### src/rtl/bmp_pkg.sv
// Shared FSM state type, header constants and row geometry
// helpers for the BMP stream writer.
package bmp_pkg;

  typedef enum logic [2:0] {
    IDLE,
    HEADER,
    PIXEL,
    PAD,
    DONE
  } bmp_state_e;

  localparam int unsigned HDR_LEN   = 54;
  localparam int unsigned INFO_SIZE = 40;
  localparam int unsigned BIT_COUNT = 24;

  // BMP rows are padded up to a 4-byte boundary.
  function automatic logic [31:0] row_bytes(input int unsigned width);
    return 32'(((3 * width + 3) / 4) * 4);
  endfunction

  function automatic logic [31:0] pad_bytes(input int unsigned width);
    return row_bytes(width) - 32'(3 * width);
  endfunction

endpackage

### src/rtl/bmp_header_rom.sv
// Combinational lookup of the 54-byte BMP file + info header.
// All fields are little-endian.
module bmp_header_rom
  import bmp_pkg::*;
#(
  parameter int WIDTH  = 512,
  parameter int HEIGHT = 512
) (
  input  logic [5:0] idx,
  output logic [7:0] data
);

  localparam logic [31:0] IMG   = row_bytes(WIDTH) * 32'(HEIGHT);
  localparam logic [31:0] FSIZE = 32'(HDR_LEN) + IMG;
  localparam logic [31:0] NEG_H = -32'(HEIGHT);
  localparam logic [31:0] W32   = 32'(WIDTH);
  localparam logic [31:0] OFF   = 32'(HDR_LEN);
  localparam logic [31:0] ISZ   = 32'(INFO_SIZE);

  function automatic logic [7:0] le(
    input logic [31:0] v,
    input logic [1:0]  k
  );
    return v[{k, 3'b000} +: 8];
  endfunction

  // Every 32-bit field starts at an index of 2 mod 4,
  // so the byte lane is idx[1:0] offset by two.
  logic [1:0] k;
  assign k = idx[1:0] + 2'd2;

  always_comb begin
    data = 8'h00;
    unique case (1'b1)
      idx == 6'd0:                  data = 8'h42;
      idx == 6'd1:                  data = 8'h4D;
      idx inside {[6'd2:6'd5]}:     data = le(FSIZE, k);
      idx inside {[6'd10:6'd13]}:   data = le(OFF, k);
      idx inside {[6'd14:6'd17]}:   data = le(ISZ, k);
      idx inside {[6'd18:6'd21]}:   data = le(W32, k);
      idx inside {[6'd22:6'd25]}:   data = le(NEG_H, k);
      idx == 6'd26:                 data = 8'h01;
      idx == 6'd28:                 data = 8'(BIT_COUNT);
      idx inside {[6'd34:6'd37]}:   data = le(IMG, k);
      default:                      data = 8'h00;
    endcase
  end

endmodule

### src/rtl/bmp_stream_writer.sv
// Serialises a pixel beat stream into a top-down 24-bit BMP
// byte stream: header, B/G/R pixel bytes, row padding.
module bmp_stream_writer
  import bmp_pkg::*;
#(
  parameter int WIDTH        = 512,
  parameter int HEIGHT       = 512,
  parameter int PIX_PER_BEAT = 2
) (
  input  logic                      HCLK,
  input  logic                      HRESET,
  input  logic                      in_valid,
  output logic                      in_ready,
  input  logic [24*PIX_PER_BEAT-1:0] in_data,
  input  logic                      in_sof,
  output logic                      out_valid,
  input  logic                      out_ready,
  output logic [7:0]                out_byte,
  output logic                      out_last,
  output logic                      frame_done,
  output logic                      sof_err
);

  localparam int BEATS = WIDTH / PIX_PER_BEAT;
  localparam int BPB   = 3 * PIX_PER_BEAT;
  localparam int CW    = BEATS > 1 ? $clog2(BEATS) : 1;
  localparam int RW    = HEIGHT > 1 ? $clog2(HEIGHT) : 1;
  localparam int NPAD  = int'(pad_bytes(WIDTH));

  localparam logic [CW-1:0] COL_LAST  = CW'(BEATS - 1);
  localparam logic [RW-1:0] ROW_LAST  = RW'(HEIGHT - 1);
  localparam logic [3:0]    BYTE_LAST = 4'(BPB - 1);
  localparam logic [1:0]    PAD_LAST  = NPAD > 0 ? 2'(NPAD - 1) : 2'd0;
  localparam logic [5:0]    HDR_LAST  = 6'(HDR_LEN - 1);

  bmp_state_e state;

  logic [5:0]    hidx;
  logic [3:0]    bidx;
  logic [1:0]    pidx;
  logic [CW-1:0] out_col, in_col;
  logic [RW-1:0] out_row, in_row;
  logic          acc_done;
  logic          hold_full;
  logic [24*PIX_PER_BEAT-1:0] hold_data;
  logic [7:0]    hdr_byte;

  logic out_fire, in_fire, beat_end, row_end;
  logic last_row, first_beat, take;

  bmp_header_rom #(
    .WIDTH  (WIDTH),
    .HEIGHT (HEIGHT)
  ) u_rom (
    .idx  (hidx),
    .data (hdr_byte)
  );

  assign out_fire   = out_valid && out_ready;
  assign in_fire    = in_valid && in_ready;
  assign beat_end   = state == PIXEL && hold_full && bidx == BYTE_LAST;
  assign row_end    = beat_end && out_col == COL_LAST;
  assign last_row   = out_row == ROW_LAST;
  assign first_beat = in_col == '0 && in_row == '0;
  assign frame_done = state == DONE;

  // Refill the holding register while its last byte leaves,
  // so beats flow without bubbles across rows and pads.
  assign take = !acc_done && (!hold_full || (beat_end && out_ready));

  always_comb begin
    in_ready  = 1'b0;
    out_valid = 1'b0;
    out_byte  = 8'h00;
    out_last  = 1'b0;
    unique case (state)
      IDLE: in_ready = in_valid && !in_sof;
      HEADER: begin
        in_ready  = take;
        out_valid = 1'b1;
        out_byte  = hdr_byte;
      end
      PIXEL: begin
        in_ready  = take;
        out_valid = hold_full;
        out_byte  = hold_data[{bidx, 3'b000} +: 8];
        out_last  = row_end && last_row && NPAD == 0;
      end
      PAD: begin
        in_ready  = take;
        out_valid = 1'b1;
        out_last  = pidx == PAD_LAST && last_row;
      end
      default: ;
    endcase
  end

  always_ff @(posedge HCLK) begin
    if (HRESET) begin
      state     <= IDLE;
      hidx      <= '0;
      bidx      <= '0;
      pidx      <= '0;
      out_col   <= '0;
      out_row   <= '0;
      in_col    <= '0;
      in_row    <= '0;
      acc_done  <= 1'b0;
      hold_full <= 1'b0;
      hold_data <= '0;
      sof_err   <= 1'b0;
    end else begin
      sof_err <= in_fire && (state == IDLE || (in_sof && !first_beat));

      if (in_fire && state != IDLE) begin
        hold_data <= in_data;
        hold_full <= 1'b1;
        if (in_col == COL_LAST) begin
          in_col <= '0;
          if (in_row == ROW_LAST) acc_done <= 1'b1;
          else in_row <= in_row + 1'b1;
        end else begin
          in_col <= in_col + 1'b1;
        end
      end else if (beat_end && out_ready) begin
        hold_full <= 1'b0;
      end

      unique case (state)
        IDLE: if (in_valid && in_sof) state <= HEADER;
        HEADER: if (out_fire) begin
          if (hidx == HDR_LAST) begin
            hidx  <= '0;
            state <= PIXEL;
          end else begin
            hidx <= hidx + 1'b1;
          end
        end
        PIXEL: if (out_fire) begin
          if (bidx == BYTE_LAST) begin
            bidx <= '0;
            if (out_col == COL_LAST) begin
              out_col <= '0;
              if (NPAD > 0) state <= PAD;
              else if (last_row) state <= DONE;
              else out_row <= out_row + 1'b1;
            end else begin
              out_col <= out_col + 1'b1;
            end
          end else begin
            bidx <= bidx + 1'b1;
          end
        end
        PAD: if (out_fire) begin
          if (pidx == PAD_LAST) begin
            pidx <= '0;
            if (last_row) begin
              state <= DONE;
            end else begin
              out_row <= out_row + 1'b1;
              state   <= PIXEL;
            end
          end else begin
            pidx <= pidx + 1'b1;
          end
        end
        DONE: begin
          state    <= IDLE;
          out_row  <= '0;
          in_col   <= '0;
          in_row   <= '0;
          acc_done <= 1'b0;
        end
        default: state <= IDLE;
      endcase
    end
  end

endmodule

### config.mk
export PLATFORM = sky130hd
export DESIGN_NAME = bmp_stream_writer
export DESIGN_NICKNAME = d
export VERILOG_FILES = /design/src/rtl/bmp_pkg.sv /design/src/rtl/bmp_header_rom.sv /design/src/rtl/bmp_stream_writer.sv
export SDC_FILE = /design/constraint.sdc
export NUM_CORES = 1
export LEC_CHECK = 0
export CORE_UTILIZATION = 60
export DETAILED_ROUTE_END_ITERATION = 10
export PLACE_DENSITY = 0.86
export SLEW_MARGIN = 20
export SYNTH_ARGS = -nofsm -noshare
export SYNTH_HDL_FRONTEND = slang
export SYNTH_HIERARCHICAL = 1
export SYNTH_SLANG_ARGS = --single-unit
### constraint.sdc
create_clock -name HCLK -period 4.95 [get_ports HCLK]
set_input_delay 0.7425 -clock HCLK [delete_from_list [all_inputs] [get_ports HCLK]]
set_output_delay 0.7425 -clock HCLK [all_outputs]
set_load 0.005 [all_outputs]
**Yosys cells after proc, flatten, opt, wreduce, memory -nomap -nowiden**

Cells that the tools add are included.

- Word-level logic and storage cells: 138
- Bits in registers: 100
- Output and inout bits: 13
- Input bits: 53

- Shifts and indexed selects: 7
- Eq/ne operators: 22
- Bitwise operators: 1
- Reduce and logical (&&, ||, !) cells: 46
- Add/subtract/negate cells: 8
- $lt $le $gt $ge: 12
- Multiplexer cells: 30

Operators by type and width:

| kind | count |
|---|---|
| $shiftx 32x6->8 const A | 6 |
| $pmux 8 s10 | 1 |
| $mux 9 | 6 |
| $shiftx 48x8->8 | 1 |
| $mux 3 | 10 |
| $pmux 9 s3 | 1 |
| $logic_and 1x1->1 | 21 |
| $add 9x1->9 const B | 2 |
| $eq 9x9->1 const B | 2 |
| $le 6x5->1 const B | 3 |
| $add 8x1->8 const B | 2 |
| $eq 8x8->1 const B | 2 |
| $mux 8 | 2 |
| $pmux 8 s2 | 1 |
| $eq 6x5->1 const B | 2 |
| $ge 6x4->1 const B | 2 |
| $ge 6x5->1 const B | 2 |
| $ne 2x2->1 const B | 6 |
| $pmux 3 s4 | 1 |
| $logic_not 9->1 | 1 |
| $reduce_and 3->1 | 3 |
| $reduce_and 9->1 | 1 |
| $logic_not 8->1 | 1 |
| $add 6x1->6 const B | 1 |
| 32 further kinds | 46 |

**Depth between registers and ports, before layout**

Gate-level depths: netlist of run 1.

- Depth after elaboration: 10
- Mapped depth: 9
- Depth with buffers taken out: 9

**By module**

The synthesis of run 1 kept the hierarchy.

Modules (own cells, without submodules):

| module | seq. area each (um^2) | area an instance (um^2) | instances | cells an instance |
|---|---|---|---|---|
| bmp_stream_writer | 2001.9 | 4827.1 | 1 | 583 |
| bmp_header_rom | 0.0 | 271.5 | 1 | 43 |

**Least setup slack after synthesis of run 1**

OpenSTA, ideal clock, no wires.

- Path kind: register to output
- Start: reg bidx[0]
- End: out out_byte[0]
- Stages on the path, launching flop included: 6
- Data required time: 4208 ps
- Arrival time: 1555 ps
- Path buffers: 2
- Slack: 2652 ps
- Cells stage by stage: dfxtp_1 > buf_2 > clkbuf_1 > mux2i_1 > o22ai_1 > a22o_1

- Word-level cells in the longest chain between the ends: 2

Ends and longest elaborated chain:

| what | line | text |
|---|---|---|
| start, declared | bmp_stream_writer.sv:39 | `logic [3:0] bidx;` |
| start signal, assigned | bmp_stream_writer.sv:151 | `bidx <= bidx + 1'b1;` |
| $shiftx 48x8->8 | bmp_stream_writer.sv:86 | `out_byte = hold_data[{bidx, 3'b000} +: 8];` |
| $pmux 8 s2 | bmp_stream_writer.sv:76 | `unique case (state)` |
| end, declared | bmp_stream_writer.sv:18 | `output logic [7:0] out_byte,` |

Every way passes these cells.

**Worst setup path in the final report of run 1**

- Start: reg bidx[0]
- End: out out_last

- Word-level cells in the longest chain between the ends: 5

Ends and longest elaborated chain:

| what | line | text |
|---|---|---|
| $eq 4x3->1 | bmp_stream_writer.sv:61 | `assign beat_end = state == PIXEL && hold_full && bidx == BYTE_LAST;` |
| $logic_and 1x1->1 | bmp_stream_writer.sv:61 |  |
| $logic_and 1x1->1 | bmp_stream_writer.sv:62 | `assign row_end = beat_end && out_col == COL_LAST;` |
| $logic_and 1x1->1 | bmp_stream_writer.sv:87 | `out_last = row_end && last_row && NPAD == 0;` |
| $pmux 1 s2 | bmp_stream_writer.sv:76 |  |
| end, declared | bmp_stream_writer.sv:19 | `output logic out_last,` |

Every way passes these cells.

==> impl_results.md, run 1 <==
- Status: complete, no violations
- Row Count: 33
- Top-area cell type share of the netlist area: 0.393
- Mean Syn Cell Area: 8.14 um2
- Die ar.: around 8900 um2
- Combinational fraction of design power: 0.239
- Tmin final: 3.39 ns
- Synth area leader: dfxtp_1
- H-tree depth: 3
- Ys flop type: dfxtp_1
- Maximum clock frequency: 295 MHz
- Die Wd: roughly 94 um
- Largest family of logic cells by synthesized area: simple AND/OR/NAND/NOR gates
- Post-Syn Instances: 626
- Top routing layer used: met4
- Area share of fa/ha/maj cells after synthesis: 0.0294
- Netlist cell types: 62
- DRC: 0
- Clock share of power: 0.277
- XOR/XNOR Fraction of Synth Area: 0.0275
- Worst skew pair latency: 0.37 ns
- Final wirelength: 11400 um
- PortBufs: 65
- CP max stage cell: clkdlybuf4s50_1
- Nets@finish: 730
- Metal-1 WL: 4840 um
- Final worst slack: 1.56 ns
- Max incr delay on CP: between 0.5 and 0.6 ns
- Area growth syn-to-layout: 15.9%
- Slew headroom: 0.357
- Mapped cell area: 5100 um2
- Share of layout cells above drive strength 1: 0.0657
- Setup TNS: 0 ns
- Pin count of the biggest net entering global routing: 69
- Worst-margin pin slew: approximately 0.96 ns
- Via count: 4639
- Reg power frac: 0.483
- Pwr Density: around 330 nW/um2
- First-pass detailed-route iteration total: 4
- CTS tree: done
- Avg WL per Cell: around 15 um
- Internal: between 1 and 1.5 mW
- Die height: roughly 94 um
- Post-cts resize count: 0
- Vias in the first global route: 4220
- Worst Path Required: approximately 4.2 ns
- Post-synth EDFFs: 0
- Sw Pwr: around 0.62 mW
- Via-per-instance ratio: 5.99
- Global-route wire length before repair: 18700 um
- Final period utilization: 0.684
- Initial antenna violation count: 0
- Core box area: between 8000 and 9000 um2
- Min-delay worst type: flop to flop
- Max Cap Viol: 0
- CP arrival: 2.64 ns
- Ys async rst share: 0
- CTS Buffer Depth: 2
- Maximum vdd drop: approximately 220 uV
- Synth warnings: 6
- Remaining Overflow, GRT: 0
- Layout Skew: around 0.009 ns
- Root Driver: clkbuf_8
- Post-synthesis simple-gate area fraction: 0.254
- Mapped Nets: around 690
- Switching Share: 0.320
- Static leakage: 1.97 nW
- Clock Pin Slew Worst Setup and Hold Paths: approximately 0.1 ns
- Pre-CTS setup slack: approximately 1.7 ns
- Final Hold Fails: 0
- TritonCTS Buffers: 9
- CP Max Fanout: 21
- Post-synthesis mux area share: 0.0611
- Synth Area in Compound Gates: 0.180
- Post-CTS Hold Fix Bufs: 0
- Post-synthesis register bit count: 100
- Setup bufs post-CTS: 0
- Sequential area share after synthesis: 0.393
- Worst Setup Start Kind: flop
- IO Count: 66
- Max Slew Vio Count: 0
- Clk sinks: 100
- Routability cong.: 0.798
- Count of final setup violators: 0
- Inserted Diodes: 0
- Hpwl dp: 7860 um
- Global-route usage over all layers: 0.268
- Crit path capture type: output pin
- Met3 Wirelength: 609 um
- Setup CP Type: flop to output pin
- Initial core utilization: 0.621
- DRT iter0 DRCs: 248
- Antenna-violating nets left: 0
- Top post-synthesis cells by area: dfxtp_1 (39%), nand2_1 (9.3%), a21oi_1 (8.2%)
- Met2 routed WL: 5670 um
- Unrepaired setup endpoints after global routing: no
- Critical-path cell list: buf_4 > and4bb_1 > and4_1 > nand2_1 > a211oi_1 > clkdlybuf4s50_1
==> per-stage QoR <==
step                hold slack (ns)  power (mW)  area [um2]  utilization  std cells
finish                        0.459        1.94        5910        0.719        775
global route                  0.484        2.04        5910        0.719        775
CTS                           0.460        1.95        5910        0.719        775
detailed placement            0.446        1.41        5700        0.694        759
global placement              0.440        1.39        5700        0.694        759
floorplan                     0.433        1.27        5100            -        626
==> cells in the final DEF, fill, tap and decap left out, types with 8 or more instances in the layout <==
| cell | count |
|---|---|
| nor2_1 | 41 |
| nand4_1 | 13 |
| nand2_1 | 126 |
| or3_1 | 11 |
| nand3_1 | 16 |
| inv_1 | 23 |
| clkdlybuf4s50_1 | 64 |
| o22ai_1 | 8 |
| a21oi_1 | 84 |
| xor2_1 | 10 |
| o21ai_0 | 14 |
| ha_1 | 12 |
| mux2i_1 | 12 |
| a22o_1 | 9 |
| mux4_2 | 8 |
| dfxtp_1 | 100 |
| clkbuf_8 | 9 |
==> cell type report <==
cell class              instances  area, um2
repair buffers                 68        668
flip-flops and latches        100       2000
well taps                     105        131
clock inverters                 7       81.3
clock buffers                   9        124
fillers                       640       2310
inverters                      23       86.3
multi-input cells             463       2820
==> path summary, 6_finish.rpt <==
| check | startpoint | endpoint | slack (ns) | cells past startpoint |
|---|---|---|---|---|
| max | bidx[0]$_SDFFE_PP0P_ | out_last | 1.56 | 6 |
| min | hold_data[30]$_SDFFE_PP0P_ | hold_data[30]$_SDFFE_PP0P_ | 0.46 | 2 |
| max reg2reg | bidx[0]$_SDFFE_PP0P_ | in_col[7]$_SDFFE_PP0P_ | 2.05 | 6 |
| min reg2reg | hold_data[30]$_SDFFE_PP0P_ | hold_data[30]$_SDFFE_PP0P_ | 0.46 | 2 |
==> logic make-up after synthesis <==
logic type,after synthesis
compound gates,150
flops,100
xor+xnor,16
buf+inv,63
mux,21
fa+ha+maj,12
simple gates,264
==> synth_stat cells, drive strengths merged (4+ instances only) <==
cell type,n
nand2,127
dfxtp,100
a21oi,85
nor2,41
clkbuf,23
inv,23
nand3,18
buf,17
o21ai,16
nand4,13
ha,12
mux2i,12
or3,12
xor2,10
a22o,9
mux4,8
nor3,8
o22ai,8
o31ai,7
a31oi,6
and2,6
or4,6
xnor2,6
nand2b,5
nor2b,5
and3,4
nor3b,4
==> worst max-delay path: cells and delay by family (launching register included) <==
family / cells / cell delay (ns)
flip-flops: 1 / 0.32
AO/OA/AOI/OAI: 1 / 0.26
AND/OR/NAND/NOR: 3 / 0.84
buffers and inverters: 2 / 0.86
==> power by group through the flow <==
stage | clock network (mW) | registers (mW) | logic, mW
3_3_place_gp | 0 | 0.951 | 0.441
6_report | 0.539 | 0.939 | 0.464
2_1_floorplan | 0 | 0.926 | 0.344
5_1_grt | 0.580 | 0.948 | 0.513
3_5_place_dp | 0 | 0.956 | 0.458
4_1_cts | 0.545 | 0.938 | 0.462
==> registers in the layout (all words and copies together) (netlist names), 2 cells and up <==
name and count:
state 3, in_col 8, out_col 8, hidx 6, pidx 2, bidx 4, hold_data 48, out_row 9
in_row 9
==> metal layers <==
metal,track usage,up-vias
met1,0.323,2174
met4,0.101,0
met2,0.463,166
met5,0,-
met3,0.0583,24
li1,-,2275
No activity file was read; power rests on OpenSTA's default activity.
==> inputs of run 2 (changes only) <==
--- a/config.mk
+++ b/config.mk
@@ -5,9 +5,9 @@
 export SDC_FILE = /design/constraint.sdc
 export NUM_CORES = 1
 export LEC_CHECK = 0
-export CORE_UTILIZATION = 60
+export CORE_UTILIZATION = 50
 export DETAILED_ROUTE_END_ITERATION = 10
-export PLACE_DENSITY = 0.86
+export PLACE_DENSITY = 0.76
 export SLEW_MARGIN = 20
 export SYNTH_ARGS = -nofsm -noshare
 export SYNTH_HDL_FRONTEND = slang
==> constraint.sdc (replaced) <==
create_clock -name HCLK -period 2.9 [get_ports HCLK]
set_input_delay 0.435 -clock HCLK [delete_from_list [all_inputs] [get_ports HCLK]]
set_output_delay 0.435 -clock HCLK [all_outputs]
set_load 0.005 [all_outputs]
==> impl_results.md, run 2 (same netlist as run 1, synthesis figures left out) <==
- Inserted Diodes: 0 (unchanged)
- Critical-path cell list: buf_4 > mux4_2 > inv_1 > o22ai_1 > a22o_1 > clkdlybuf4s50_1
- Clock Pin Slew Worst Setup and Hold Paths: 0.10 ns (about the same)
- PortBufs: 65 (unchanged)
- Clk sinks: 100 (unchanged)
- Final Hold Fails: 0 (unchanged)
- Reg2reg end: in_row[5]$_SDFFE_PP0P_
- Worst Setup Start Kind: flop
- IO Count: 66 (unchanged)
- Pin count of the biggest net entering global routing: 68 (-1.4%)
- Vias in the first global route: 4040 (-4.3%)
- Worst Path Required: 2.47 ns (-1.74 ns)
- Crit. path cell count: 6 (unchanged)
- Pwr Density: 563 nW/um2 (+71%)
- Row Count: 36 (+9.1%)
- Area growth syn-to-layout: 18.9%
- Final period utilization: 0.958
- Count of final setup violators: 0 (unchanged)
- Max incr delay on CP: 0.51 ns (-0.03 ns)
- CP arrival: 2.34 ns (-0.30 ns)
- CTS Buffer Depth: 2 (unchanged)
- Worst-margin pin slew: 0.685 ns (-0.279 ns)
- Antenna-violating nets left: 0 (unchanged)
- Global-route wire length before repair: 18800 um (+1.0%)
- Die ar.: 10600 um2 (+20%)
- Final wirelength: 11600 um (+1.7%)
- Min-delay worst type: flop to flop
- # fillers: 904 (+41%)
- CP Max Fanout: 7 (-67%)
- Reg2reg path depth: 8 (+2)
- Final Power: 3.41 mW (+76%)
- Post-CTS Hold Fix Bufs: 0 (unchanged)
- Initial antenna violation count: 0 (unchanged)
- Pre-CTS setup slack: 0.360 ns (-1.33 ns)
- Setup TNS: 0 ns (unchanged)
- Unrepaired setup endpoints after global routing: no
- Worst R2R Setup Slack: 0.52 ns (-1.53 ns)
- Via count: 4537 (-2.2%)
- Status: complete, no violations
- Initial core utilization: 0.519 (-0.101)
- Commonest non-fill, non-tap cell in the layout: nand2_1
- DRC: 0 (unchanged)
- Tmin final: 2.78 ns
- TritonCTS Buffers: 9 (unchanged)
- Critical R2R Launch: in_row[2]$_SDFFE_PP0P_
- Global-route usage over all layers: 0.230 (-0.0384)
- Maximum vdd drop: 235 uV (+6.5%)
- Final worst slack: 0.121 ns (-1.44 ns)
- H-tree depth: 3 (unchanged)
- Critical path endpoint: out_byte[6]
- Maximum clock frequency: about 360 MHz
- Largest regs: hold_data (48), in_row (9), out_row (9)
- Share of layout cells above drive strength 1: 0.0957 (+0.0301)
- CTS tree: done
- DRT iter0 DRCs: 181 (-27%)
- Worst skew pair latency: 0.38 ns (about the same)
- Layout Skew: 0.00778 ns (-0.00144 ns)
- CP Launch Point: bidx[0]$_SDFFE_PP0P_
- Setup bufs post-CTS: 0 (unchanged)
- Setup CP Type: flop to output pin
- Max Slew Vio Count: 0 (unchanged)
- Post-cts resize count: 4 (+4)
- Max Cap Viol: 0 (unchanged)
- CP max stage cell: mux4_2
- Die Wd: 103 um (+9.3%)
- First-pass detailed-route iteration total: 5 (+1)
- Die height: 103 um (+9.3%)
- Via-per-instance ratio: 5.59 (-6.7%)
- Largest register FFs: 48 (unchanged)
- Avg WL per Cell: 14.3 um (-3.0%)
- Nets@finish: 739 (+1.2%)
- Root Driver: clkbuf_8
- Remaining Overflow, GRT: 0 (unchanged)
- Hpwl dp: 8310 um (+5.7%)
- Routability cong.: 0.906 (+14%)
- Crit path buf inv count: 3 (+1)
- Core box area: 9820 um2 (+20%)
- Most frequent cells in the layout: nand2_1 (126), dfxtp_1 (93), a21oi_1 (84), clkdlybuf4s50_1 (64), nor2_1 (41)
- Largest reg by FF count: hold_data
- Crit path capture type: output pin
- Slew headroom: 0.543 (+0.186)
- Crit path max-delay family: buffers and inverters
- Static leakage: 2.04 nW (+3.5%)
## run 2: cell types whose count changed in the layout (fill, tap and decap cells not counted), sizes merged
cell and delta:
clkinvlp -3, clkinv +1, inv +2, buf +9
## run 2: worst min-delay path, delay by kind of cell, from the launching register on
family | cells | cell delay (ns)
DFF | 1 | 0.32
AOI/OAI and AO/OA | 1 | 0.05
and+or+nand+nor | 1 | 0.05
## run 2: layer usage
metal	track usage	up-vias	wire length [um]
li1	-	2290	-
met1	0.316	2109	5520
met2	0.348	120	5120
met3	0.0461	18	677
met4	0.103	0	251
met5	0	-	0
## run 2: through the flow
| step | hold WS (ns) | std cells | cell area [um2] | util |
|---|---|---|---|---|
| detailed placement | 0.446 | 796 | 5820 | 0.593 |
| global route | 0.491 | 812 | 6060 | 0.617 |
| global placement | 0.443 | 796 | 5820 | 0.593 |
| floorplan | 0.433 | 626 | 5100 | - |
| CTS | 0.462 | 812 | 6040 | 0.615 |
| finish | 0.463 | 812 | 6060 | 0.617 |
## run 2: how the worst min path moves through the flow
stage	from	slack (ns)	cells after the start	end
final	hold_data[34]$_SDFFE_PP0P_	0.46	2	hold_data[34]$_SDFFE_PP0P_
after global routing	hold_data[1]$_SDFFE_PP0P_	0.49	2	hold_data[1]$_SDFFE_PP0P_
after CTS	hold_data[34]$_SDFFE_PP0P_	0.46	2	hold_data[34]$_SDFFE_PP0P_
after detailed placement	hold_data[34]$_SDFFE_PP0P_	0.45	2	hold_data[34]$_SDFFE_PP0P_
after global placement	hold_data[41]$_SDFFE_PP0P_	0.44	2	hold_data[41]$_SDFFE_PP0P_
after floorplan	hold_data[16]$_SDFFE_PP0P_	0.43	2	hold_data[16]$_SDFFE_PP0P_
## run 2: where the power goes
part           switching [mW]  internal [mW]  total, mW  leakage [nW]
Sequential              0.123           1.49       1.62         0.812
Combinational           0.444          0.379      0.824          1.12
Clock                   0.546          0.425      0.971         0.111
Total                    1.11           2.30       3.41          2.04
## run 2: layout make-up
type / count / area, um2 / share of cell area
repair buffers: 77 / 752 / 0.124
clock inverters: 7 / 88.8 / 0.0147
flip-flops and latches: 100 / 2010 / 0.332
multi-input cells: 463 / 2840 / 0.468
clock buffers: 9 / 124 / 0.0204
well taps: 133 / 166 / 0.0274
inverters: 23 / 86.3 / 0.0142
